===== src/rtl/full_adder_reg.sv =====
// rtl/full_adder_reg.sv - registered N-bit ripple-carry adder built from 1-bit full-adder cells
//
// Purpose:
//   Computes {Cout,S} = A + B + Cin through a chain of WIDTH full-adder cells.
//   The sum, carry-out and signed overflow are registered, so results appear
//   one clock after the inputs are sampled. WIDTH=1 gives a clocked single-bit
//   full adder.
//
// Ports:
//   clk        in   rising-edge clock
//   rst_n      in   synchronous active-low reset
//   in_valid   in   A/B/Cin qualify this cycle
//   A, B       in   [WIDTH-1:0] unsigned operands
//   Cin        in   carry into bit 0
//   S          out  [WIDTH-1:0] registered sum
//   Cout       out  registered carry out of the MSB cell
//   ovf        out  registered signed overflow (carry into MSB ^ carry out of MSB)
//   out_valid  out  S/Cout/ovf hold a result captured from a valid input

module full_adder_reg #(
  parameter int WIDTH = 1
) (
  input  logic             clk,
  input  logic             rst_n,
  input  logic             in_valid,
  input  logic [WIDTH-1:0] A,
  input  logic [WIDTH-1:0] B,
  input  logic             Cin,
  output logic [WIDTH-1:0] S,
  output logic             Cout,
  output logic             ovf,
  output logic             out_valid
);

  // c[i] is the carry into cell i; c[WIDTH] is the carry out of the MSB cell.
  logic [WIDTH:0]   c;
  logic [WIDTH-1:0] s_comb;

  assign c[0] = Cin;

  for (genvar i = 0; i < WIDTH; i++) begin : g_cell
    assign s_comb[i] = A[i] ^ B[i] ^ c[i];
    assign c[i+1]    = (A[i] & B[i]) | (A[i] & c[i]) | (B[i] & c[i]);
  end

  // For WIDTH=1 c[WIDTH-1] is Cin, so this reduces to Cin ^ Cout.
  logic ovf_comb;
  assign ovf_comb = c[WIDTH-1] ^ c[WIDTH];

  // Result registers only load on a valid input, so X on idle inputs never
  // reaches the outputs.
  always_ff @(posedge clk) begin
    if (!rst_n) begin
      S         <= '0;
      Cout      <= 1'b0;
      ovf       <= 1'b0;
      out_valid <= 1'b0;
    end else begin
      out_valid <= in_valid;
      if (in_valid) begin
        S    <= s_comb;
        Cout <= c[WIDTH];
        ovf  <= ovf_comb;
      end
    end
  end

endmodule


===== config.mk =====
export PLATFORM = sky130hd
export DESIGN_NAME = full_adder_reg
export DESIGN_NICKNAME = d
export VERILOG_FILES = /design/src/rtl/full_adder_reg.sv
export SDC_FILE = /design/constraint.sdc
export NUM_CORES = 1
export LEC_CHECK = 0
export CAP_MARGIN = 30
export CORE_AREA = 2 2 39 41
export CTS_BUF_LIST = sky130_fd_sc_hd__clkbuf_4 sky130_fd_sc_hd__clkbuf_8
export DETAILED_ROUTE_END_ITERATION = 6
export DIE_AREA = 0 0 41 43
export PLACE_DENSITY = 0.38
export SYNTH_ARGS = -nofsm -noshare
export SYNTH_HDL_FRONTEND = slang
export SYNTH_SLANG_ARGS = --single-unit

===== constraint.sdc =====
create_clock -name clk -period 1.25 [get_ports clk]
set_clock_uncertainty 0.15 [all_clocks]
set_input_delay 0.375 -clock clk [delete_from_list [all_inputs] [get_ports clk]]
set_output_delay 0.375 -clock clk [all_outputs]
set_load 0.1 [all_outputs]

======== Yosys cells after proc, flatten, opt, wreduce, memory -nomap -nowiden ========
Index checks and enable logic that the tools add are counted.
operators by class
  bitwise gates (word level) .............. 8
operators with widths
  kind               count
  1-bit bitwise AND  3
  1-bit bitwise XOR  3
  1-bit OR           2
storage, ports and cells
  register bits after elaboration ......... 4
  input port bits ......................... 6
  output and inout bits ................... 4
  logic and storage cells ................. 12

======== Logic depth before layout (Yosys ltp) ========
Gate-level depths: netlist (run 1).
  word-level depth ........................ 4
  depth in mapped cells ................... 3
  gate-level depth less buffers ........... 3

======== Worst setup path before layout (run 1) ========
Ideal clock, no wire load.
  path type ............................... reg-to-reg
  start ................................... register, netlist name ovf
  end ..................................... register ovf
  setup time .............................. 0.071 ns
  arrival ................................. 1.245 ns
  data required time ...................... 1.029 ns
  setup slack ............................. -0.216 ns
  stages on the path, launching flop included .. 3
  path buffers ............................ 0
  period minus slack after synthesis ...... 1.466 ns
  path through ............................ dfxtp_1 o21ai_0 a21oi_1
RTL lines
  item                  line  RTL
  end signal, assigned  63    ovf <= ovf_comb;
  end, declared         31    output logic ovf,

======== Worst setup path in the final report (run 1) ========
  start ................................... register Cout
  end ..................................... output port Cout
RTL lines
  item                    line  RTL
  start, declared         30    output logic Cout,
  start signal, assigned  62    Cout <= c[WIDTH];
No word-level cell between the ends.

==> results.md, run 1 <==
Cells and area:
- The top cell types in the final layout, fill and taps aside, are dfxtp_2 (4), buf_12 (4), clkbuf_4 (3).
- The share of layout cells above drive strength 1 is 0.692.
- The growth of design area from synthesis to finish is 113%.
- The post-layout net count is 35.
- The repair_antennas step left the layout with diodes totalling 0.
- Across the whole layout, storage elements account for 85.1 µm².
- The number of filler cells placed in the layout is 145.
- The multi-input combinational cells in the finished layout cover a total of 88.8 µm².

Detailed routing:
- After the first detailed-routing iteration, the DRC count stood at 2.
- The number of DRC violations after detailed routing is 0.
- The ratio of routed vias to standard cells is 3.40.
- The mean routed wirelength per cell is 8.29 µm.
- The routed design has 348 µm of wire.
- The number of search-and-repair iterations in the first detailed-routing pass is 2.
- In this run the remaining antenna-violating nets after routing total 0.
- Summing over every cut layer, the via total after detailed routing is 143.

Worst setup path:
- The kind of critical path is reg2out.
- The worst setup slack for register-to-register paths is 0.45 ns.
- The critical path arrival is 0.75 ns.
- For the worst flop-to-flop path, the logic depth is 2.
- The reg-to-reg critical path startpoint is ovf$_SDFFE_PN0P_.
- The required time at the worst-slack endpoint is 0.73 ns.
- The last element of the critical path is Cout.
- The number of gates on the worst path with buffers counted is 1.
- The slowest stage of the critical path belongs to the cell dfxtp_2.
- The signal on the critical path passes through buf_12.
- The family of cells with the greatest summed delay on the critical path is flip-flops.
- Together, buffers and inverters on the worst path number 1.
- The worst register-to-register path ends at ovf$_SDFFE_PN0P_.
- The critical path launch point type is a flip-flop.
- In this design, the stage delay of the slowest critical-path cell is 0.34 ns.
- The type of element capturing the critical path is an output port.
- The start point of the critical path is Cout$_SDFFE_PN0P_.
- The maximum net fanout on the critical path is 2.

Timing:
- The transition time at the pin with the least slew margin is 0.200 ns.
- The final critical-path setup slack is -0.0258 ns.
- In this run the tightest slew margin relative to its limit is 0.867.
- Setup violations remaining at the end of the flow were counted as 4.
- Setup repair after global routing could not meet its margin everywhere.
- The count of final hold-check violations was 0.
- The number of pins with negative max-slew slack in the final report is 0.
- The post-route clock period utilization is 1.02.
- Across all hold checks on the routed design, the worst slack comes to 0.390 ns.
- The routed design could run at a clock period as short as 1.28 ns.
- Static timing analysis puts the maximum clock frequency at 0.784 GHz.

CTS:
- The clock slew seen by the registers of the worst setup and hold paths is 0.04 ns.
- The number of H-tree levels is 1.
- The number of sinks handled by clock tree synthesis is 4.
- The TritonCTS clock tree is yes.
- The cell sitting at the root of the clock tree is a clkbuf_4.
- The clock buffer count from CTS is 3.
- The post-CTS setup repair buffer count is 0.
- The clock passes through at most 2 buffers.
- The clock network latency to the later pin of the worst-skew pair is 0.23 ns.

Yosys:
- The area share of the leading cell type in the synthesized netlist is 0.504.
- The average instance in the mapped netlist occupies 12.2 µm².
- The proportion of synthesized chip area in sequential cells is 0.504.
- The count of cell types in the netlist is 8.
- Summing every instance area after synthesis gives 159 µm².
- Sorting the synthesized cells by area gives the leading types as dfxtp_1 (50%), fa_1 (13%), mux2i_1 (13%).
- When the netlist entered floorplanning its net count stood at 20.
- The number of register bits inferred by synthesis is 4.
- The largest total area in the synthesized netlist belongs to dfxtp_1.
- During synthesis, Yosys emitted a total of 0 warnings.
- The number of cells produced by synthesis is 13.

Pwr:
- The internal power of the cells totals 311 µW.
- The combinational share of power is 0.332.
- The total power divided by cell area is 1380 nW/µm².
- The share of power burned in registers is 0.321.
- The clock group share of total power is 0.347.
- VDD sags by at most 0.537 mV.
- The switching power as a share of total power is 0.333.
- The leakage power total is 0.000144 µW.
- The power dissipated by switching net loads is 155 µW.

Die:
- After floorplanning, the core was divided into 14 placement rows.
- For this configuration, the core starts out at a cell density of 0.115.
- The die covers 1760 µm².
- The placeable core region is 1380 µm².
- The top-level port count is 10.
- The vertical die dimension is 43 µm.
- The die boundary width is 41 µm.

Global routing:
- The initial antenna violation count is 0.
- For this run, the total global-route usage over all layers was measured as 0.0594.
- The via count of the first global-routing pass is 137.
- The largest net degree at the start of global routing is 6.
- The overall overflow remaining after global route is 0.
- The global-route wire length before repair is 648 µm.

Place:
- The worst setup timing slack at the placement stage is -0.555 ns.
- The final RePlAce weighted congestion is 0.627.
- The count of buffers inserted at the top-level ports is 9.

Job:
- The number of max-capacitance violations reported is 0.

Min path:
- The type of the most critical hold path is reg2reg.

Run status:
- The flow ran to the end, but the final reports show violations.
- The checks that failed: setup timing.
power groups by stage:
| stage | Combinational [µW] | Clock [µW] | Sequential [µW] |
|---|---|---|---|
| floorplan | 20.4 | 0 | 217 |
| global placement | 157 | 0 | 151 |
| detailed placement | 158 | 0 | 152 |
| CTS | 159 | 169 | 150 |
| global route | 164 | 177 | 151 |
| finish | 155 | 162 | 150 |
Yosys cell counts:
master,n
dfxtp_1,4
mux2i_1,2
nor2b_1,2
a21oi_1,1
and2_2,1
fa_1,1
o21ai_0,1
xnor2_1,1
final cells by class:
class / count / share of cell area
Multi-Input combinational cell: 9 / 0.263
Tap cell: 16 / 0.0593
Sequential cell: 4 / 0.252
Clock buffer: 3 / 0.0667
Timing Repair Buffer: 10 / 0.359
worst min path at each step:
stage / end / slack [ns] / startpoint / cells past startpoint
after floorplan: ovf$_SDFFE_PN0P_ / 0.31 / in_valid / 1
after global placement: S$_SDFFE_PN0P_ / 0.38 / S$_SDFFE_PN0P_ / 2
after detailed placement: Cout$_SDFFE_PN0P_ / 0.38 / Cout$_SDFFE_PN0P_ / 2
after CTS: Cout$_SDFFE_PN0P_ / 0.39 / Cout$_SDFFE_PN0P_ / 2
after global routing: Cout$_SDFFE_PN0P_ / 0.41 / Cout$_SDFFE_PN0P_ / 2
final: Cout$_SDFFE_PN0P_ / 0.39 / Cout$_SDFFE_PN0P_ / 2
cell families after synthesis:
logic type | Yosys count | share of synthesized area
flip-flops | 4 | 0.504
adder cells (fa/ha/maj) | 1 | 0.126
XOR/XNOR | 1 | 0.0551
AO/OA/AOI/OAI | 2 | 0.0629
AND/OR/NAND/NOR | 3 | 0.126
multiplexers | 2 | 0.126
layer usage:
layer	track usage	vias to the layer above	wire, µm
met1	0.0841	61	140
met3	0.0681	0	68
li1	-	72	-
met5	0	-	0
met2	0.0531	10	138
met4	0.0200	0	0
registers in the layout (all words and copies together) (netlist names):
name / flops
Cout: 1
S: 1
out_valid: 1
ovf: 1
timing repair:
item	in CTS	in global routing
hold endpoints to repair	0	0
hold buffers	0	0
setup endpoints to repair	7	6
gates resized for setup	11	2
pin swaps	3	1
stage by stage:
step	utilization	cells	setup TNS [ns]	power, µW	area, µm²
floorplan	-	13	-0.0471	237	166
global placement	0.234	39	-1.59	309	324
detailed placement	0.234	39	-1.63	309	324
CTS	0.252	42	-0.125	478	349
global route	0.244	42	-0.175	492	338
finish	0.244	42	-0.0825	466	338
Note: power is estimated with default switching activity, not from simulation.
==> inputs of run 2 (changes only) <==
--- a/config.mk
+++ b/config.mk
@@ -11,6 +11,7 @@
 export DETAILED_ROUTE_END_ITERATION = 6
 export DIE_AREA = 0 0 41 43
 export PLACE_DENSITY = 0.38
+export SETUP_SLACK_MARGIN = 0.1
 export SYNTH_ARGS = -nofsm -noshare
 export SYNTH_HDL_FRONTEND = slang
 export SYNTH_SLANG_ARGS = --single-unit
==> run 2 against run 1 <==
Against the previous run:
- the flow still finishes with violations (setup timing)
- critical path depth stayed put
- clock power is 6% lower
- utilization is 1.4 points higher
- sequential share of layout area is 1.5 points higher
- critical path type unchanged
- largest cell class unchanged
==> results.md, run 2 (synthesized netlist as in run 1, its figures left out) <==
Timing:
- The count of final hold-check violations is 0 (unchanged).
- The transition time at the pin with the least slew margin was 0.230 ns (+0.0294 ns).
- The post-route clock period utilization is 1.01 (-0.00699).
- The total of endpoints with negative setup slack in the final report is 4 (unchanged).
- The highest attainable clock frequency is 0.789 GHz (+0.69%).
- The worst hold slack after final layout is 0.300 ns (-0.0900 ns).
- The headroom to the max-slew limit is 0.847 (-0.0196).
- The final-layout setup total negative slack is -0.0550 ns (+0.0275 ns).
- The number of pins with negative max-slew slack in the final report is 0 (unchanged).
- Setup repair after global routing could not meet its margin everywhere.
- The shortest period the worst path allows came to 1.27 ns (-0.00873 ns).
- The final critical-path setup slack is -0.0170 ns (+0.00873 ns).

Place:
- The instance area after placement is 332 µm² (+2.3%).
- The HPWL after detailed placement is 281 µm.
- The number of placed cells counting well taps came to 39 (unchanged).
- The final RePlAce weighted congestion came to 0.639 (+2.0%).
- The count of buffers inserted at the top-level ports is 9 (unchanged).

Worst setup path:
- The endpoint identified for the worst register-to-register timing path is ovf$_SDFFE_PN0P_.
- The required time at the worst-slack endpoint was 0.73 ns (about the same).
- The critical path goes through buf_12.
- The maximum net fanout on the critical path is 2 (unchanged).
- By startpoint and endpoint, the worst setup path is classified as reg2out.
- The critical path launch point type is a flip-flop.
- The critical path arrival is 0.74 ns (about the same).
- The largest incremental delay on the critical path is 0.35 ns (about the same).
- The depth of the most critical reg-to-reg path is 2 (unchanged).
- The cell family contributing the most delay on the critical path is flip-flops.
- The worst setup slack for register-to-register paths was 0.43 ns (-0.02 ns).
- The buffering stage count on the worst path with inverters included is 1 (unchanged).
- The reg-to-reg critical path startpoint is ovf$_SDFFE_PN0P_.
- The slowest cell on the critical path is dfxtp_4.
- The type of element capturing the critical path is an output port.

Pwr:
- The maximum VDD drop is 0.606 mV (+13%).
- The leakage power total is 0.000157 µW (+8.5%).
- The share of power burned in registers is 0.320 (about the same).
- The power dissipated by switching net loads came to 147 µW (-5.0%).
- The internal power summed over all cells is 309 µW (-0.75%).
- The clock group share of total power is 0.336 (-0.011).
- The total power divided by cell area is 1280 nW/µm² (-7.3%).
- The combinational share of power is 0.344 (+0.012).
- The switching power as a share of total power is 0.323 (-0.00955).

Detailed routing:
- The total number of vias is 139 (-2.8%).
- The ratio of routed vias to standard cells is 3.31 (-2.8%).
- The violation count after the first detailed-routing iteration is 0 (-2).
- The antenna violation net count after detailed routing was 0 (unchanged).
- The number of search-and-repair iterations in the first detailed-routing pass is 1 (-1).
- The mean routed wirelength per cell was 8.45 µm (+2.0%).
- The total wirelength of the detailed-routed design came to 355 µm (+2.0%).
- The number of DRC violations after detailed routing is 0 (unchanged).

Cells and area:
- In the layout the commonest cells are dfxtp_4 (4), buf_12 (4), clkbuf_4 (3).
- The number of filler cells placed in the layout was 148 (+2.1%).
- The post-layout net count is 35 (unchanged).
- The cell area after layout is 357 µm² (+5.6%).
- The share of layout cells above drive strength 1 is 0.692 (unchanged).
- The final standard cell utilization of the core is 0.258 (+0.0136).
- The multi-input combinational cell area is 88.8 µm² (unchanged).
- The register area is 95.1 µm² (+12%).
- Relative to the synthesized area, the layout overhead comes to 124%.
- The filler-free cell count of the finished design is 42 (unchanged).
- The count of inserted antenna diode cells is 0 (unchanged).

CTS:
- The number of buffers inserted by hold repair at cts is 0 (unchanged).
- The number of H-tree levels is 1 (unchanged).
- The clock tree root buffer cell is clkbuf_4.
- The number of sinks handled by clock tree synthesis was 4 (unchanged).
- The clock buffer count from CTS is 3 (unchanged).
- The clock network latency to the later pin of the worst-skew pair came to 0.23 ns (about the same).
- The clock slew seen by the registers of the worst setup and hold paths is 0.04 ns (about the same).
- The post-CTS setup repair buffer count is 0 (unchanged).
- The TritonCTS clock tree is yes.
- The buffer depth of the longest clock path was 2 (unchanged).

Global routing:
- The global-route total usage across every layer is 0.0633 (+0.00390).
- The global-route wire length before repair is 676 µm (+4.3%).
- The largest net degree at the start of global routing came to 6 (unchanged).
- The via count of the first global-routing pass was 155 (+13%).
- The initial antenna violation count is 0 (unchanged).
- The overall overflow remaining after global route is 0 (unchanged).

Die:
- The die boundary width was 41 µm (unchanged).
- The initial standard-cell utilization of the core is 0.115 (unchanged).
- The top-level port count is 10 (unchanged).
- The area of the die was 1760 µm² (unchanged).
- The placeable core region is 1380 µm² (unchanged).
- The count of standard-cell rows is 14 (unchanged).
- The vertical die dimension is 43 µm (unchanged).

Min path:
- The depth of the worst hold-timing path was 2 (unchanged).
- The worst hold path belongs to the class in2reg.
- The beginning of the worst hold path is rst_n.
- The endpoint with the worst hold slack is S$_SDFFE_PN0P_.

Run status:
- The flow ran to the end, but the final reports show violations.
- The final reports fail on setup timing.

Job:
- The number of max-capacitance violations reported came to 0 (unchanged).
[run 2: cell count changes in the layout (fill, tap and decap cells not counted)]
cell,delta
dfxtp_2,-4
dfxtp_4,+4
clkbuf_2,-1
clkdlybuf4s50_1,-1
buf_6,+1
dlymetal6s2s_1,+1
[run 2: how the worst max path moves through the flow]
stage | end | cells after the start | start | slack (ns)
6_report | Cout | 1 | Cout$_SDFFE_PN0P_ | -0.02
5_1_grt | ovf | 1 | ovf$_SDFFE_PN0P_ | -0.04
3_5_place_dp | ovf$_SDFFE_PN0P_ | 4 | A | -0.57
3_3_place_gp | ovf$_SDFFE_PN0P_ | 4 | A | -0.55
4_1_cts | ovf | 1 | ovf$_SDFFE_PN0P_ | -0.03
2_1_floorplan | ovf$_SDFFE_PN0P_ | 3 | A | -0.03
[run 2: layout make-up]
class | count | area share
Timing Repair Buffer | 10 | 0.365
Tap cell | 16 | 0.0561
Clock buffer | 3 | 0.0632
Sequential cell | 4 | 0.267
Multi-Input combinational cell | 9 | 0.249
[run 2: power groups by stage]
| stage | sequential (µW) | combinational [µW] | clock, µW |
|---|---|---|---|
| 2_1_floorplan | 214 | 19.9 | 0 |
| 3_3_place_gp | 148 | 157 | 0 |
| 3_5_place_dp | 148 | 158 | 0 |
| 4_1_cts | 146 | 155 | 162 |
| 5_1_grt | 148 | 164 | 172 |
| 6_report | 146 | 157 | 153 |
[run 2: what timing repair did]
item | in CTS | in global routing
pin swaps | 1 | 1
gates resized for setup | 15 | 2
setup endpoints to repair | 7 | 6
[run 2: layer usage]
metal	wire length (µm)	up-vias	GRT usage
li1	-	69	-
met1	167	63	0.0707
met2	141	7	0.0688
met3	46	0	0.0838
met4	0	0	0.0200
met5	0	-	0
[run 2: per-stage QoR]
| stage | worst slack (ns) | total power (µW) |
|---|---|---|
| final | -0.0170 | 456 |
| after global routing | -0.0444 | 484 |
| after CTS | -0.0306 | 464 |
| after detailed placement | -0.566 | 306 |
| after global placement | -0.553 | 304 |
| after floorplan | -0.0341 | 233 |
==> inputs of run 3 (changes only) <==
--- a/config.mk
+++ b/config.mk
@@ -10,6 +10,7 @@
 export CTS_BUF_LIST = sky130_fd_sc_hd__clkbuf_4 sky130_fd_sc_hd__clkbuf_8
 export DETAILED_ROUTE_END_ITERATION = 6
 export DIE_AREA = 0 0 41 43
+export GPL_TIMING_DRIVEN = 0
 export PLACE_DENSITY = 0.38
 export SETUP_SLACK_MARGIN = 0.1
 export SYNTH_ARGS = -nofsm -noshare
==> run 3 against run 2 <==
Against the previous run:
- the run still ends with setup timing left
- flip-flop and latch count stayed put
- combinational power hardly changed
- largest cell class unchanged
- critical path depth stayed put
- fmax is 0.35% lower
- global-route usage is 0.40 points lower
- clock power hardly changed
- clock-buffer cell count stayed put
- sequential power hardly changed
- first-iteration DRC count stayed put
- via count stayed put
==> results.md, run 3 (synthesized netlist as in run 1, its figures left out) <==
Pwr:
- The maximum VDD drop was 0.421 mV (-31%).
- The total power divided by cell area is 1280 nW/µm² (-0.23%).
- The leakage power total is 0.000147 µW (-6.2%).

CTS:
- The clock network latency to the later pin of the worst-skew pair came to 0.23 ns (about the same).
- CTS placed an instance of clkbuf_4 at the clock tree root.
- The clock slew seen by the registers of the worst setup and hold paths was 0.04 ns (about the same).
- The number of sinks handled by clock tree synthesis was 4 (unchanged).
- TritonCTS built the clock tree.
- The number of H-tree levels is 1 (unchanged).
- The clock buffer count from CTS is 3 (unchanged).
- The buffer depth of the longest clock path came to 2 (unchanged).
- The number of buffers inserted by hold repair at cts is 0 (unchanged).

Global routing:
- The largest net degree at the start of global routing is 6 (unchanged).
- The overall overflow remaining after global route is 0 (unchanged).
- The global-route wire length before repair is 593 µm (-12%).
- The via count of the first global-routing pass is 136 (-12%).
- The initial antenna violation count came to 0 (unchanged).
- The global-route total usage across every layer was 0.0593 (-0.00396).

Worst setup path:
- The endpoint of the lowest-slack register-to-register path is ovf$_SDFFE_PN0P_.
- In this run the worst setup path begins at Cout$_SDFFE_PN0P_.
- STA classifies the critical path startpoint as a flip-flop.
- The maximum net fanout on the critical path came to 2 (unchanged).
- The worst setup slack for register-to-register paths came to 0.44 ns (about the same).
- The family of cells with the greatest summed delay on the critical path is flip-flops.
- The critical path arrival is 0.75 ns (about the same).
- The buffering stage count on the worst path with inverters included is 1 (unchanged).
- The required time at the worst-slack endpoint is 0.73 ns (about the same).
- The slowest cell on the critical path is dfxtp_4.
- The startpoint identified for the worst register-to-register timing path is ovf$_SDFFE_PN0P_.
- The depth of the most critical reg-to-reg path is 2 (unchanged).
- The largest incremental delay on the critical path is 0.35 ns (about the same).
- The worst setup path is captured at an output port.
- The signal on the critical path passes through buf_12.
- The kind of critical path is reg2out.

Die:
- The die boundary width was 41 µm (unchanged).
- The count of standard-cell rows is 14 (unchanged).
- The top-level port count is 10 (unchanged).
- The vertical die dimension came to 43 µm (unchanged).
- The placeable core region was 1380 µm² (unchanged).
- The initial standard-cell utilization of the core was 0.115 (unchanged).
- The area of the die is 1760 µm² (unchanged).

Cells and area:
- The growth of design area from synthesis to finish is 126%.
- The post-layout net count is 34 (-2.9%).
- The register area is 95.1 µm² (unchanged).
- The filler-free cell count of the finished design is 41 (-2.4%).
- The number of filler cells placed in the layout came to 145 (-2.0%).
- The multi-input combinational cell area is 88.8 µm² (unchanged).
- The count of inserted antenna diode cells is 0 (unchanged).
- In the layout the commonest cells are dfxtp_4 (4), buf_12 (4), clkbuf_4 (3), buf_6 (3).
- The share of layout cells above drive strength 1 came to 0.680 (-0.0123).
- The cell area after layout is 359 µm² (+0.70%).

Detailed routing:
- The total number of vias is 139 (unchanged).
- The ratio of routed vias to standard cells is 3.39 (+2.4%).
- The violation count after the first detailed-routing iteration is 0 (unchanged).
- The total wirelength of the detailed-routed design is 328 µm (-7.6%).
- The number of DRC violations after detailed routing is 0 (unchanged).
- The mean routed wirelength per cell came to 8.00 µm (-5.4%).
- The number of search-and-repair iterations in the first detailed-routing pass is 1 (unchanged).
- The antenna violation net count after detailed routing is 0 (unchanged).

Min path:
- The worst hold path terminates at ovf$_SDFFE_PN0P_.
- The type of the most critical hold path is in2reg.
- The startpoint identified for the worst hold timing path is Cin.
- The depth of the worst hold-timing path was 3 (+1).

Place:
- The instance area after placement is 284 µm² (-14%).
- The worst setup timing slack at the placement stage is -0.714 ns (-0.148 ns).
- The count of buffers inserted at the top-level ports is 9 (unchanged).
- The number of placed cells counting well taps came to 38 (-2.6%).
- The final RePlAce weighted congestion is 0.617 (-3.5%).

Timing:
- The transition time at the pin with the least slew margin is 0.194 ns (-0.0354 ns).
- The post-route clock period utilization came to 1.02 (+0.00356).
- Setup repair after global routing could not meet its margin everywhere.
- The final critical-path setup slack was -0.0215 ns (-0.00445 ns).
- The number of pins with negative max-slew slack in the final report is 0 (unchanged).
- The highest attainable clock frequency is 0.786 GHz (-0.35%).
- The headroom to the max-slew limit is 0.871 (+0.0236).
- The shortest period the worst path allows is 1.27 ns (+0.00445 ns).
- The total of endpoints with negative setup slack in the final report came to 4 (unchanged).
- The count of final hold-check violations was 0 (unchanged).

Run status:
- The final reports fail on setup timing.
- The flow ran to the end, but the final reports show violations.

Job:
- The number of max-capacitance violations reported is 0 (unchanged).
-- run 3: worst max path at each step --
stage	endpoint	slack [ns]	cells past startpoint
2_1_floorplan	ovf$_SDFFE_PN0P_	-0.03	3
3_3_place_gp	Cout	-0.72	1
3_5_place_dp	Cout	-0.71	1
4_1_cts	Cout	-0.03	1
5_1_grt	ovf	-0.06	1
6_report	Cout	-0.02	1
-- run 3: area by class of cell --
cell class                 count  share of cell area
clock buffer                   3              0.0627
tap                           16              0.0557
timing repair buffer           9               0.369
sequential                     4               0.265
multi-input combinational      9               0.247
-- run 3: what timing repair did --
item / CTS / global route
hold endpoints to repair: 0 / 0
endpoints found under the setup margin: 7 / 6
gates resized for setup: 53 / 2
pin swaps: 3 / 2
buffers inserted: 0 / 0
-- run 3: layer usage --
layer	global-route usage	part of all wire	vias to the layer above
met5	0	0	-
met2	0.0594	0.40	7
met3	0.0838	0.12	2
li1	-	-	69
met1	0.0581	0.45	61
met4	0.0400	0.024	0
-- run 3: power by group --
part	leakage (µW)	switching (µW)	total, µW	internal (µW)
Clock	0.0000138	47.1	154	107
Combinational	0.0000975	90.6	158	67.1
Sequential	0.0000357	9.34	146	137
Total	0.000147	147	458	311
-- run 3: stage by stage --
step / util / total power, µW / hold slack (ns) / TNS, ns
floorplan: - / 233 / 0.304 / -0.0623
global placement: 0.205 / 275 / 0.353 / -4.55
detailed placement: 0.205 / 275 / 0.361 / -4.55
CTS: 0.252 / 466 / 0.291 / -0.105
global route: 0.259 / 491 / 0.273 / -0.180
finish: 0.259 / 458 / 0.275 / -0.0629
